===== config.mk =====
export PLATFORM = sky130hd
export DESIGN_NAME = addr_gen
export DESIGN_NICKNAME = d
export VERILOG_FILES = /design/src/rtl/cpu_pkg.sv /design/src/rtl/ret_stack.sv /design/src/rtl/addr_gen.sv
export SDC_FILE = /design/constraint.sdc
export NUM_CORES = 1
export LEC_CHECK = 0
export BUFFER_PORTS_ARGS = -buffer_cell sky130_fd_sc_hd__buf_2
export CAP_MARGIN = 20
export CORE_MARGIN = 2
export CORE_UTILIZATION = 40
export CTS_CLUSTER_SIZE = 16
export DETAILED_ROUTE_END_ITERATION = 7
export SLEW_MARGIN = 0
export SYNTH_ARGS = -nofsm -noshare
export SYNTH_HDL_FRONTEND = slang
export SYNTH_SLANG_ARGS = --single-unit

===== constraint.sdc =====
create_clock -name clk -period 3.5 [get_ports clk]
set_input_delay 0.525 -clock clk [delete_from_list [all_inputs] [get_ports clk]]
set_output_delay 0.525 -clock clk [all_outputs]
set_load 0.01 [all_outputs]

===== src/rtl/cpu_pkg.sv =====
// Shared CPU definitions: PC operation encodings and the default address width
// used by the address generator, instruction register and memory blocks.
package cpu_pkg;

    localparam int ADDR_W = 5;

    typedef enum logic [2:0] {
        PC_HOLD = 3'b000,
        PC_INC  = 3'b001,
        PC_SKIP = 3'b010,
        PC_JMP  = 3'b011,
        PC_CALL = 3'b100,
        PC_RET  = 3'b101
    } pc_op_e;

    // 110 and 111 are reserved and behave as HOLD
    function automatic logic is_hold(input logic [2:0] op);
        return (op == PC_HOLD) || (op == 3'b110) || (op == 3'b111);
    endfunction

endpackage


===== src/rtl/ret_stack.sv =====
// Hardware return-address stack: a DEPTH x AW LIFO that refuses a push when
// full and a pop when empty, and reports each refusal in the same cycle.
module ret_stack
    import cpu_pkg::*;
#(
    parameter int AW    = ADDR_W,
    parameter int DEPTH = 4
) (
    input  logic                     clk,
    input  logic                     rst_,
    input  logic                     push,
    input  logic                     pop,
    input  logic [AW-1:0]            push_data,
    output logic [AW-1:0]            top_data,
    output logic [$clog2(DEPTH):0]   sp,
    output logic                     full,
    output logic                     empty,
    output logic                     push_err,
    output logic                     pop_err
);

    localparam int IW  = $clog2(DEPTH);
    localparam int SPW = IW + 1;

    logic [AW-1:0] mem [DEPTH];
    logic [IW-1:0] wr_idx;
    logic [IW-1:0] rd_idx;

    // When sp == DEPTH the low bits wrap to 0, so rd_idx still lands on the top entry
    assign wr_idx   = sp[IW-1:0];
    assign rd_idx   = wr_idx - IW'(1);
    assign top_data = mem[rd_idx];

    assign full     = (sp == SPW'(DEPTH));
    assign empty    = (sp == '0);
    assign push_err = push & full;
    assign pop_err  = pop & empty;

    always_ff @(posedge clk or negedge rst_) begin
        if (!rst_) begin
            sp <= '0;
            for (int i = 0; i < DEPTH; i++) begin
                mem[i] <= '0;
            end
        end else if (push && !full) begin
            mem[wr_idx] <= push_data;
            sp          <= sp + SPW'(1);
        end else if (pop && !empty) begin
            sp <= sp - SPW'(1);
        end
    end

endmodule


===== src/rtl/addr_gen.sv =====
// Address generator: program counter, operation decoder, sticky stack error
// flags and the PC / IR-operand memory address multiplexer.
module addr_gen
    import cpu_pkg::*;
#(
    parameter int          AW     = ADDR_W,
    parameter int          DEPTH  = 4,
    parameter logic [AW-1:0] RST_PC = '0
) (
    input  logic                     clk,
    input  logic                     rst_,
    input  logic [2:0]               pc_op,
    input  logic [AW-1:0]            ir_addr,
    input  logic                     fetch,
    input  logic                     clr_err,
    output logic [AW-1:0]            addr_out,
    output logic [AW-1:0]            pc,
    output logic [$clog2(DEPTH):0]   sp,
    output logic                     stk_empty,
    output logic                     stk_full,
    output logic                     err_ovf,
    output logic                     err_unf
);

    logic          do_push;
    logic          do_pop;
    logic          push_err;
    logic          pop_err;
    logic [AW-1:0] ret_addr;
    logic [AW-1:0] top_data;

    assign ret_addr = pc + AW'(1);

    always_comb begin
        do_push = 1'b0;
        do_pop  = 1'b0;
        if (!is_hold(pc_op)) begin
            case (pc_op)
                PC_CALL: do_push = 1'b1;
                PC_RET:  do_pop  = 1'b1;
                default: ;
            endcase
        end
    end

    ret_stack #(
        .AW    (AW),
        .DEPTH (DEPTH)
    ) u_stack (
        .clk       (clk),
        .rst_      (rst_),
        .push      (do_push),
        .pop       (do_pop),
        .push_data (ret_addr),
        .top_data  (top_data),
        .sp        (sp),
        .full      (stk_full),
        .empty     (stk_empty),
        .push_err  (push_err),
        .pop_err   (pop_err)
    );

    // A refused CALL or RET leaves the PC untouched
    always_ff @(posedge clk or negedge rst_) begin
        if (!rst_) begin
            pc <= RST_PC;
        end else begin
            case (pc_op)
                PC_INC:  pc <= pc + AW'(1);
                PC_SKIP: pc <= pc + AW'(2);
                PC_JMP:  pc <= ir_addr;
                PC_CALL: if (!stk_full)  pc <= ir_addr;
                PC_RET:  if (!stk_empty) pc <= top_data;
                default: ;
            endcase
        end
    end

    // An error event in the same cycle as clr_err takes precedence
    always_ff @(posedge clk or negedge rst_) begin
        if (!rst_) begin
            err_ovf <= 1'b0;
            err_unf <= 1'b0;
        end else begin
            err_ovf <= push_err | (err_ovf & ~clr_err);
            err_unf <= pop_err  | (err_unf & ~clr_err);
        end
    end

    assign addr_out = fetch ? pc : ir_addr;

endmodule


-- After elaboration in Yosys (flattened, before gate mapping)
Index checks and enable logic that the tools add are counted.
- bits in registers: 30
- input port bits: 12
- output and inout port bits: 17
- add/subtract/negate cells: 5
- order comparisons: 3
- equal/unequal tests: 10
- muxes and demuxes: 16
- bitwise logic cells: 9
- reduce and logical (&&, ||, !) cells: 12
- operators with widths (kind ; number):
    2-to-1 mux 5 bit ; 6
    one-hot mux 5 bit (5 select lines) ; 1
    bitwise mux 20 bit ; 1
    equality test 3 bit (second input constant) ; 5
    binary-select mux 5 bit (select 2 bit) ; 1
    demux 5 bit (select 2 bit) ; 1
    equality test 3 x 2 -> 1 bit (second input constant) ; 2
    greater-or-equal comparator 3 bit (second input constant) ; 2
    logical NOT 3 bit ; 2
    2-to-1 mux 3 bit ; 2
    inverter 2 -> 3 bit ; 2
    adder 5 x 1 -> 5 bit (second input constant) ; 1
    adder 5 x 2 -> 5 bit (second input constant) ; 1
    nonzero test 5 bit ; 1
    AND 1 bit ; 4
    2-to-1 mux 1 bit ; 4
    inequality test 2 bit (second input constant) ; 2
    adder 3 x 1 -> 3 bit (second input constant) ; 1
    equality test 3 x 1 -> 1 bit (second input constant) ; 1
    logical AND 1 bit ; 3
    < comparator 3 x 1 -> 1 bit (second input constant) ; 1
    AND reduction 3 bit ; 1
    subtractor 3 x 1 -> 3 bit (second input constant) ; 1
    logical NOT 1 bit ; 2
    other kinds (5) ; 7

-- Depth between registers and ports, before layout
Gate-level depths: netlist of run 1.
- word-level depth: 7
- gate-level depth with buffers: 10
- depth with buffers taken out: 9

-- Hierarchy
Synthesis of run 1 repeated with hierarchy kept, for this count alone.
- cell total of the unflattened synthesis: 157
- area, all modules: 1893.1 µm²
- modules (own cells, without submodules) (module ; times used ; cells each ; area an instance (µm²) ; sequential area each (µm²)):
    ret_stack ; 1 ; 80 ; 1163.6 ; 575.6
    addr_gen ; 1 ; 77 ; 729.4 ; 175.2

-- Worst setup path before layout of run 1
No wires, ideal clock.
- path kind: flip-flop to flip-flop
- start point: register u_stack.sp[0]
- end point: register u_stack.sp[2]
- data arrival time: 2485 ps
- slack: 946 ps
- cell stages (with the launch flop): 11
- path buffers: 1
- clock period less this slack: 2554 ps
- cells stage by stage: dfrtp_1 buf_6 inv_1 ha_1 nand2_1 inv_1 or3_1 fa_1 and2_1 a211o_1 nand3_1
- cells in the longest elaborated chain, start to end: 4
- RTL lines (what ; line ; text):
    start, declared ; ret_stack.sv:15 ; output logic [$clog2(DEPTH):0] sp,
    start signal, assigned ; ret_stack.sv:47 ; sp <= sp + SPW'(1);
    start signal, assigned ; ret_stack.sv:49 ; sp <= sp - SPW'(1);
    equality test 3 bit * ; ret_stack.sv:34 ; assign full = (sp == SPW'(DEPTH));
    net stk_full ; addr_gen.sv:20 ; output logic stk_full,
    logical NOT 1 bit * ; ret_stack.sv:45 ; end else if (push && !full) begin
    logical AND 1 bit * ; ret_stack.sv:45 ;
    2-to-1 mux 3 bit / nonzero test 2 bit (equally long branches) ; n/a ;
Mark *: on every way through the listed nets, which the timed path passes. The rest lies on a longest branch. The select of a mux whose other input is x is not followed.
A chain may end at the register's enable or synchronous reset.

-- Worst setup path after layout of run 1
- start point: register u_stack.sp[0]
- end point: register u_stack.sp[2]
- cells in the longest elaborated chain, start to end: 4
- RTL lines (what):
    branches (longest 4 deep; another with subtractor 3 x 1 -> 3 bit)
Several ways; the timed one is not identified. The select of a mux whose other input is x is not followed.

==> qor.txt, run 1 <==
DP Worst Slack - 0.684 ns
initial antenna violation count - 0
worst path arrival time - 3.03 ns
Max-slew headroom - 0.509
drt total wl - 4300 um
Leak - 0.955 nW
H-Tree Depth - 2
vias in the first global route - 1495
EDFF count, synth - 0
reg-to-reg slack, setup - 0.69 ns
Total Power - 1.72 mW
asr flop ratio synth - 1.00
clock root cell - clkbuf_8
I/O pin total - 29
syn_nets - 199
outcome - completed
Worst Tran Pin Value - 0.736 ns
Slew Limit Fails - 0
CP Max Fanout - 11
Overall Global Routing Usage - 0.185
synthesized flop and latch total - 30
Nets - 221
crit path kind - reg2reg
PwrDens - 816 nW/um^2
cell area after layout - 2100 sq um
TritonCTS clock tree - done
Worst VDD drop - 0.000214 V
Core Region - 4440 sq um
share of the synthesized area in the top cell type - 0.400
Setup TNS - 0 ns
maximum clock insertion buffer count - 2
area delta synth->final - 12.1%
Num CTS Buffers - 5
initial DRC count - 101
die height - 72.5 um
Post-Synthesis Cells - 180
layout cell share with drive strength beyond 1 - 0.286
Tmin final - 2.81 ns
drt pass-1 iters - 4
clock skew - 0.00251 ns
sequential area share after synthesis - 0.400
Clock Latency Late Sink - 0.28 ns
Final WS setup - 0.692 ns
unrepaired setup endpoints after global routing - false
Final Cycle Share - 0.802
reg2reg path depth - 9
Max Cap Viol - 0
WP data required - 3.72 ns
I/O Buffers - 28
gpl congestion - 0.819
syn avg cell area - 10.4 sq um
nature of the critical path startpoint - register
FMAX - 356 MHz
initial cell density of the core - 0.423
Die W - 72.5 um
routed len/inst - 16.9 um
via/cell ratio - 5.80
total gr overflow - 0
remaining routing DRC violations - 0
DP Area - 2010 sq um
post-cts repair resize count - 0
CTS Sinks - 30
Synth area leaders - dfrtp_1 40%, mux2_2 7.8%, nand2_1 4.2%
fin cells - 255
Hold WC Path Type - in2async
reg2reg end - u_stack.sp[2]
mapped cell area - 1880 sq um
dpl cells - 247
final-report setup violation count - 0
synth unique cells - 49
largest net degree at the start of global routing - 31
area leader, netlist - dfrtp_1
Post CTS Setup Buffer Count - 0
CP endpoint kind - register
antenna cells - 0
synth warn - 0
DRT antenna net count - 0
first-pass GRT wire length - 7380 um
reg-to-reg startpoint - u_stack.sp[0]
cell row count - 24
Synth Flop Type - dfrtp_1
final hold vios - 0
DIE AREA - 5260 sq um
vias - 1479
CTS clock-pin slew for the worst setup and hold paths - 0.06 ns
Hold-fix buffers, CTS - 0
DP HPWL - 3070 um
==> critical path, cell delays in order, from the launching register on <==
cell and delay (ns):
dfrtp_1 0.63, inv_1 0.18, ha_1 0.34, nand2_1 0.21, inv_1 0.07, or3_1 0.37, fa_1 0.42, and2_1 0.19
a211o_1 0.28, nand3_1 0.06
==> synth_stat cells (all sizes together) (2+ instances only) <==
cell type,number
a2bb2oi,2
o21bai,3
nand3b,2
clkbuf,3
nand2b,3
mux2,15
nand3,2
o22ai,4
o21ai,15
ha,6
o41ai,2
a21oi,6
nor3b,5
nor3,2
buf,10
nand4b,4
dfrtp,30
inv,7
nor2b,3
and2,2
xnor2,4
nor2,2
nand2,21
o22a,3
mux4,4
or3,2
==> through the flow <==
step / hold WS (ns) / util
5_1_grt: 0.329 / 0.474
2_1_floorplan: 0.229 / -
3_5_place_dp: 0.469 / 0.453
3_3_place_gp: 0.461 / 0.453
4_1_cts: 0.310 / 0.474
6_report: 0.286 / 0.474
==> final cells by class <==
class	count	area (sq um)
Fill cell	445	2340
Multi-Input combinational cell	130	1030
Sequential cell	30	751
Timing Repair Buffer	28	140
Clock buffer	7	86.3
Tap cell	52	65.1
Inverter	7	26.3
Clock inverter	1	5.00
==> kinds of logic after synthesis <==
family	Yosys count	share of synthesized area
compound gates	46	0.171
xor+xnor	5	0.0233
fa+ha+maj	7	0.0506
buf+inv	20	0.0513
flops	30	0.400
mux	19	0.146
simple gates	53	0.159
==> flip-flops by register name, summed over array words and instances (netlist names) <==
register and flops:
u_stack.sp 3, err_ovf 1, err_unf 1, u_stack.mem 20
pc 5
==> worst max-delay path by stage <==
stage | from | to | slack [ns] | depth (start not counted)
after floorplan | u_stack.sp[0] | u_stack.sp[2] | 0.95 | 10
after global placement | u_stack.sp[0] | u_stack.sp[2] | 0.83 | 9
after detailed placement | u_stack.sp[0] | u_stack.sp[2] | 0.68 | 9
after CTS | u_stack.sp[0] | u_stack.sp[2] | 0.67 | 9
after global routing | u_stack.sp[0] | u_stack.sp[2] | 0.42 | 9
final | u_stack.sp[0] | u_stack.sp[2] | 0.69 | 9
==> where the power goes <==
group	switching (mW)	internal [mW]
clock	0.128	0.158
combinational	0.386	0.396
sequential	0.156	0.493
total	0.670	1.05
==> layer usage <==
metal,GRT usage,wire (um),part of all wire
met1,0.237,1910,0.44
met2,0.300,2090,0.48
met3,0.0500,238,0.055
met4,0.0638,70,0.016
met5,0,0,0
==> cell usage in the layout (no fill, tap or decap), types with 5 or more instances in the layout <==
cell type and count:
ha_1 6, inv_1 7, buf_2 28, o21ai_0 15
clkbuf_8 6, nand2_1 21, a21oi_1 6, nor3b_1 5
dfrtp_1 30, mux2_2 13
(Power assumes the default switching activity.)
==> run 2, diff against run 1 <==
==> constraint.sdc (replaced) <==
create_clock -name clk -period 2.6 [get_ports clk]
set_input_delay 0.39 -clock clk [delete_from_list [all_inputs] [get_ports clk]]
set_output_delay 0.39 -clock clk [all_outputs]
set_load 0.01 [all_outputs]
==> run 2 against run 1 <==
First-iteration DRC count grew 17%. Sequential share of layout area is 0.75 points lower. Fmax grew 20%. Global-route usage shrank 0.59 points. Clock skew is 0.0067 ns higher.
==> qor.txt, run 2 (synthesis results as in run 1) <==
# fillers - 403
layout cell share with drive strength beyond 1 - 0.295
DIE AREA - 5260 sq um
Max-slew headroom - 0.513
H-Tree Depth - 2
post-cts repair resize count - 0
gpl congestion - 0.841
clock skew - 0.00917 ns
drt total wl - 4220 um
Slew Limit Fails - 0
Hold-fix buffers, CTS - 0
reg2reg path depth - 9
largest net degree at the start of global routing - 31
initial antenna violation count - 0
crit path kind - reg2reg
I/O Buffers - 28
worst path arrival time - 2.56 ns
antenna cells - 0
max reg flops - 20
Nets - 225
CP endpoint kind - register
Num CTS Buffers - 5
sw power - 898 uW
Worst Tran Pin Value - 0.729 ns
Final Cycle Share - 0.903
CTS Sinks - 30
vias - 1450
Max Cap Viol - 0
maximum clock insertion buffer count - 2
final-report setup violation count - 0
WP data required - 2.81 ns
final hold vios - 0
CTS clock-pin slew for the worst setup and hold paths - 0.07 ns
Overall Global Routing Usage - 0.179
TritonCTS clock tree - done
initial DRC count - 118
vias in the first global route - 1420
reg2reg end - u_stack.sp[2]
initial cell density of the core - 0.423
FMAX - 426 MHz
Tmin final - 2.35 ns
commonest non-fill, non-tap cell in the layout - dfrtp_1
PwrDens - 1120 nW/um^2
clock root cell - clkbuf_8
drt pass-1 iters - 4
Clk pwr share - 0.193
reg-to-reg startpoint - u_stack.sp[1]
DP HPWL - 3010 um
Leak - 0.979 nW
area delta synth->final - 14.5%
Seq pwr share - 0.351
reg-to-reg slack, setup - 0.25 ns
Sw Ratio - 0.374
most frequent cells in the layout - 30 x dfrtp_1, 28 x buf_2, 21 x nand2_1
remaining routing DRC violations - 0
Setup TNS - 0 ns
CP Max Fanout - 5
Total Power - 2.40 mW
die height - 72.5 um
Logic pwr share - 0.456
outcome - completed
routed len/inst - 16.3 um
DRT antenna net count - 0
Clock Latency Late Sink - 0.29 ns
unrepaired setup endpoints after global routing - false
registers with the most flip-flops - u_stack.mem: 20 flops, pc: 5 flops, u_stack.sp: 3 flops
Worst VDD drop - 0.000312 V
multi-input logic area - 1030 sq um
Top reg by flops - u_stack.mem
via/cell ratio - 5.60
Core Region - 4440 sq um
total gr overflow - 0
Die W - 72.5 um
sequential cell area - 751 sq um
cell row count - 24
nature of the critical path startpoint - register
first-pass GRT wire length - 7040 um
Hold WC Path Type - in2async
I/O pin total - 29
Int Power - 1.50 mW
Post CTS Setup Buffer Count - 0
## run 2: changes by cell type in the layout (fill, tap and decap cells not counted), sizes merged
cell	change
clkinv	-1
bufinv	+1
buf	+4
## run 2: how the worst max path moves through the flow
stage                          to           from  cells after the start  slack (ns)
floorplan           u_stack.sp[2]  u_stack.sp[0]                     10        0.05
global placement    u_stack.sp[2]  u_stack.sp[1]                      9        0.38
detailed placement  u_stack.sp[2]  u_stack.sp[1]                      9        0.26
CTS                 u_stack.sp[2]  u_stack.sp[1]                      9        0.22
global route        u_stack.sp[2]  u_stack.sp[1]                      9        0.09
finish              u_stack.sp[2]  u_stack.sp[1]                      9        0.25
## run 2: cell type report
| type | instances | share of cell area |
|---|---|---|
| Sequential cell | 30 | 0.349 |
| Timing Repair Buffer | 32 | 0.0792 |
| Clock buffer | 7 | 0.0355 |
| Clock inverter | 1 | 0.0140 |
| Tap cell | 52 | 0.0303 |
| Multi-Input combinational cell | 130 | 0.480 |
| Inverter | 7 | 0.0122 |
## run 2: through the flow
| stage | hold slack [ns] | cell area (sq um) | setup slack (ns) | util | std cells |
|---|---|---|---|---|---|
| 3_3_place_gp | 0.453 | 2040 | 0.375 | 0.460 | 251 |
| 5_1_grt | 0.173 | 2150 | 0.0944 | 0.484 | 259 |
| 4_1_cts | 0.155 | 2150 | 0.223 | 0.484 | 259 |
| 6_report | 0.135 | 2150 | 0.252 | 0.484 | 259 |
| 2_1_floorplan | 0.0944 | 1880 | 0.0464 | - | 180 |
| 3_5_place_dp | 0.471 | 2040 | 0.257 | 0.460 | 251 |
## run 2: layer usage
metal | share of wire | vias up | routed length (um) | GRT usage
li1 | - | 710 | - | -
met1 | 0.45 | 694 | 1900 | 0.231
met2 | 0.48 | 39 | 2040 | 0.288
met3 | 0.050 | 7 | 211 | 0.0417
met4 | 0.017 | 0 | 70 | 0.0741
met5 | 0 | - | 0 | 0
## run 2: power by group through the flow
stage / clock network (mW) / logic (mW) / registers (mW)
2_1_floorplan: 0 / 0.831 / 0.808
3_3_place_gp: 0 / 1.07 / 0.837
3_5_place_dp: 0 / 1.10 / 0.854
4_1_cts: 0.481 / 1.11 / 0.844
5_1_grt: 0.496 / 1.22 / 0.884
6_report: 0.463 / 1.10 / 0.842
## run 2: critical path, stage by stage (launching register included)
cell and delay (ns):
dfrtp_1 0.43, inv_1 0.10, ha_1 0.21, nand2_1 0.16, inv_1 0.07, or3_1 0.37
fa_1 0.42, and2_1 0.19, a211o_1 0.29, nand3_1 0.07
==> run 3, diff against run 2 <==
--- a/config.mk
+++ b/config.mk
@@ -7,10 +7,14 @@
 export LEC_CHECK = 0
 export BUFFER_PORTS_ARGS = -buffer_cell sky130_fd_sc_hd__buf_2
 export CAP_MARGIN = 20
+export CELL_PAD_IN_SITES_DETAIL_PLACEMENT = 1
+export CELL_PAD_IN_SITES_GLOBAL_PLACEMENT = 1
 export CORE_MARGIN = 2
-export CORE_UTILIZATION = 40
+export CORE_UTILIZATION = 44
 export CTS_CLUSTER_SIZE = 16
 export DETAILED_ROUTE_END_ITERATION = 7
+export HOLD_SLACK_MARGIN = 0.15
+export PLACE_DENSITY_LB_ADDON = 0.1
 export SLEW_MARGIN = 0
 export SYNTH_ARGS = -nofsm -noshare
 export SYNTH_HDL_FRONTEND = slang
==> run 3 against run 2 <==
Die area is 8.6% lower. Via count is 5.2% higher. Core utilization is 4.4 points higher. Worst setup slack worse by 0.051 ns. Flip-flop and latch count stayed put. Fmax is 2.1% lower. Clock power is 22% lower. First-iteration DRC count is 28% lower. Largest cell class unchanged. Largest power group unchanged.
==> qor.txt, run 3 (synthesis results as in run 1) <==
Nets - 227
crit path kind - reg2reg
largest net degree at the start of global routing - 31
H-Tree Depth - 2
CP endpoint kind - register
Hold WS - 0.139 ns
Max Cap Viol - 0
initial cell density of the core - 0.463
cell row count - 23
registers with the most flip-flops - u_stack.mem: 20 flops, pc: 5 flops, u_stack.sp: 3 flops
final-report setup violation count - 0
CP max-delay cell - dfrtp_1
reg2reg end - u_stack.sp[2]
Max stage delay on crit path - 0.44 ns
I/O pin total - 29
reg-to-reg startpoint - u_stack.sp[1]
Setup TNS - 0 ns
Die W - 69.3 um
worst path arrival time - 2.61 ns
drt pass-1 iters - 4
drt total wl - 4850 um
Slew Limit Fails - 0
I/O Buffers - 28
clock root cell - clkbuf_8
CP cell instances - inv_1 -> ha_1 -> nand2_1 -> inv_1 -> or3_1 -> fa_1 -> and2_1 -> a211o_1 -> nand3_1
Max-slew headroom - 0.550
vias in the first global route - 1568
vias - 1526
via/cell ratio - 5.91
remaining routing DRC violations - 0
TritonCTS clock tree - done
final hold vios - 0
die height - 69.3 um
first-pass GRT wire length - 7940 um
routed len/inst - 18.8 um
Overall Global Routing Usage - 0.210
WP data required - 2.81 ns
DP HPWL - 3590 um
most used cell, CP - inv_1
gpl congestion - 0.840
CTS clock-pin slew for the worst setup and hold paths - 0.07 ns
initial DRC count - 85
Hold-fix buffers, CTS - 0
DIE AREA - 4810 sq um
layout cell share with drive strength beyond 1 - 0.308
outcome - completed
Worst VDD drop - 0.000515 V
Post CTS Setup Buffer Count - 0
reg2reg path depth - 9
area delta synth->final - 13.9%
antenna cells - 0
total gr overflow - 0
nature of the critical path startpoint - register
reg-to-reg slack, setup - 0.20 ns
DRT antenna net count - 0
initial antenna violation count - 0
clock skew - 0.00706 ns
Final Cycle Share - 0.923
max reg flops - 20
unrepaired setup endpoints after global routing - false
maximum clock insertion buffer count - 2
Worst Tran Pin Value - 0.675 ns
commonest non-fill, non-tap cell in the layout - dfrtp_1
Tmin final - 2.40 ns
Num CTS Buffers - 5
Leak - 0.973 nW
Top reg by flops - u_stack.mem
FMAX - 417 MHz
Hold WC Path Type - in2async
CP Max Fanout - 5
post-cts repair resize count - 0
PwrDens - 1100 nW/um^2
Core Region - 4060 sq um
CTS Sinks - 30
# fillers - 451
most frequent cells in the layout - 30 x dfrtp_1, 28 x buf_2, 21 x nand2_1
Clock Latency Late Sink - 0.28 ns
-- run 3: changes by cell type in the layout (fill, tap and decap cells not counted), sizes merged --
cell	change
buf	+2
clkbuf	-2
clkinvlp	+2
bufinv	-1
-- run 3: layer usage --
metal | vias up | global-route usage | share of wire
met5 | - | 0 | 0
met4 | 0 | 0.0632 | 0.0076
met3 | 4 | 0.0509 | 0.033
met1 | 775 | 0.265 | 0.47
li1 | 714 | - | -
met2 | 33 | 0.356 | 0.49
-- run 3: where the power goes --
part / internal, mW / switching [mW]
Combinational: 0.557 / 0.573
Clock: 0.182 / 0.181
Sequential: 0.664 / 0.203
-- run 3: metrics by stage --
step                      worst slack [ns]  area (sq um)  std cells  power (mW)  utilization
after floorplan                     0.0464          1880        180        1.64            -
after global placement               0.371          2060        251        1.93        0.507
after detailed placement             0.217          2060        251        2.00        0.507
after CTS                            0.186          2140        258        2.38        0.527
after global routing                0.0922          2140        258        2.54        0.527
final                                0.201          2140        258        2.36        0.527
-- run 3: final cells by class --
class	instances	area, sq um	share of cell area
Multi-Input combinational cell	130	1030	0.482
Sequential cell	30	751	0.351
Timing Repair Buffer	34	185	0.0865
Clock buffer	5	68.8	0.0322
Tap cell	50	62.6	0.0292
Inverter	7	26.3	0.0123
Clock inverter	2	15.0	0.00702
-- run 3: critical path: cells and delay by family (launching register included) --
kind / cells / cell delay, ns
AND/OR/NAND/NOR: 4 / 0.80
adder cells (fa/ha/maj): 2 / 0.64
AO/OA/AOI/OAI: 1 / 0.29
buffers and inverters: 2 / 0.18
flip-flops: 1 / 0.44
-- run 3: worst max-delay path by stage --
stage / slack, ns / startpoint / depth (start not counted) / to
3_5_place_dp: 0.22 / u_stack.sp[1] / 9 / u_stack.sp[2]
5_1_grt: 0.09 / u_stack.sp[1] / 9 / u_stack.sp[2]
2_1_floorplan: 0.05 / u_stack.sp[0] / 10 / u_stack.sp[2]
3_3_place_gp: 0.37 / u_stack.sp[1] / 9 / u_stack.sp[2]
4_1_cts: 0.19 / u_stack.sp[1] / 9 / u_stack.sp[2]
6_report: 0.20 / u_stack.sp[1] / 9 / u_stack.sp[2]
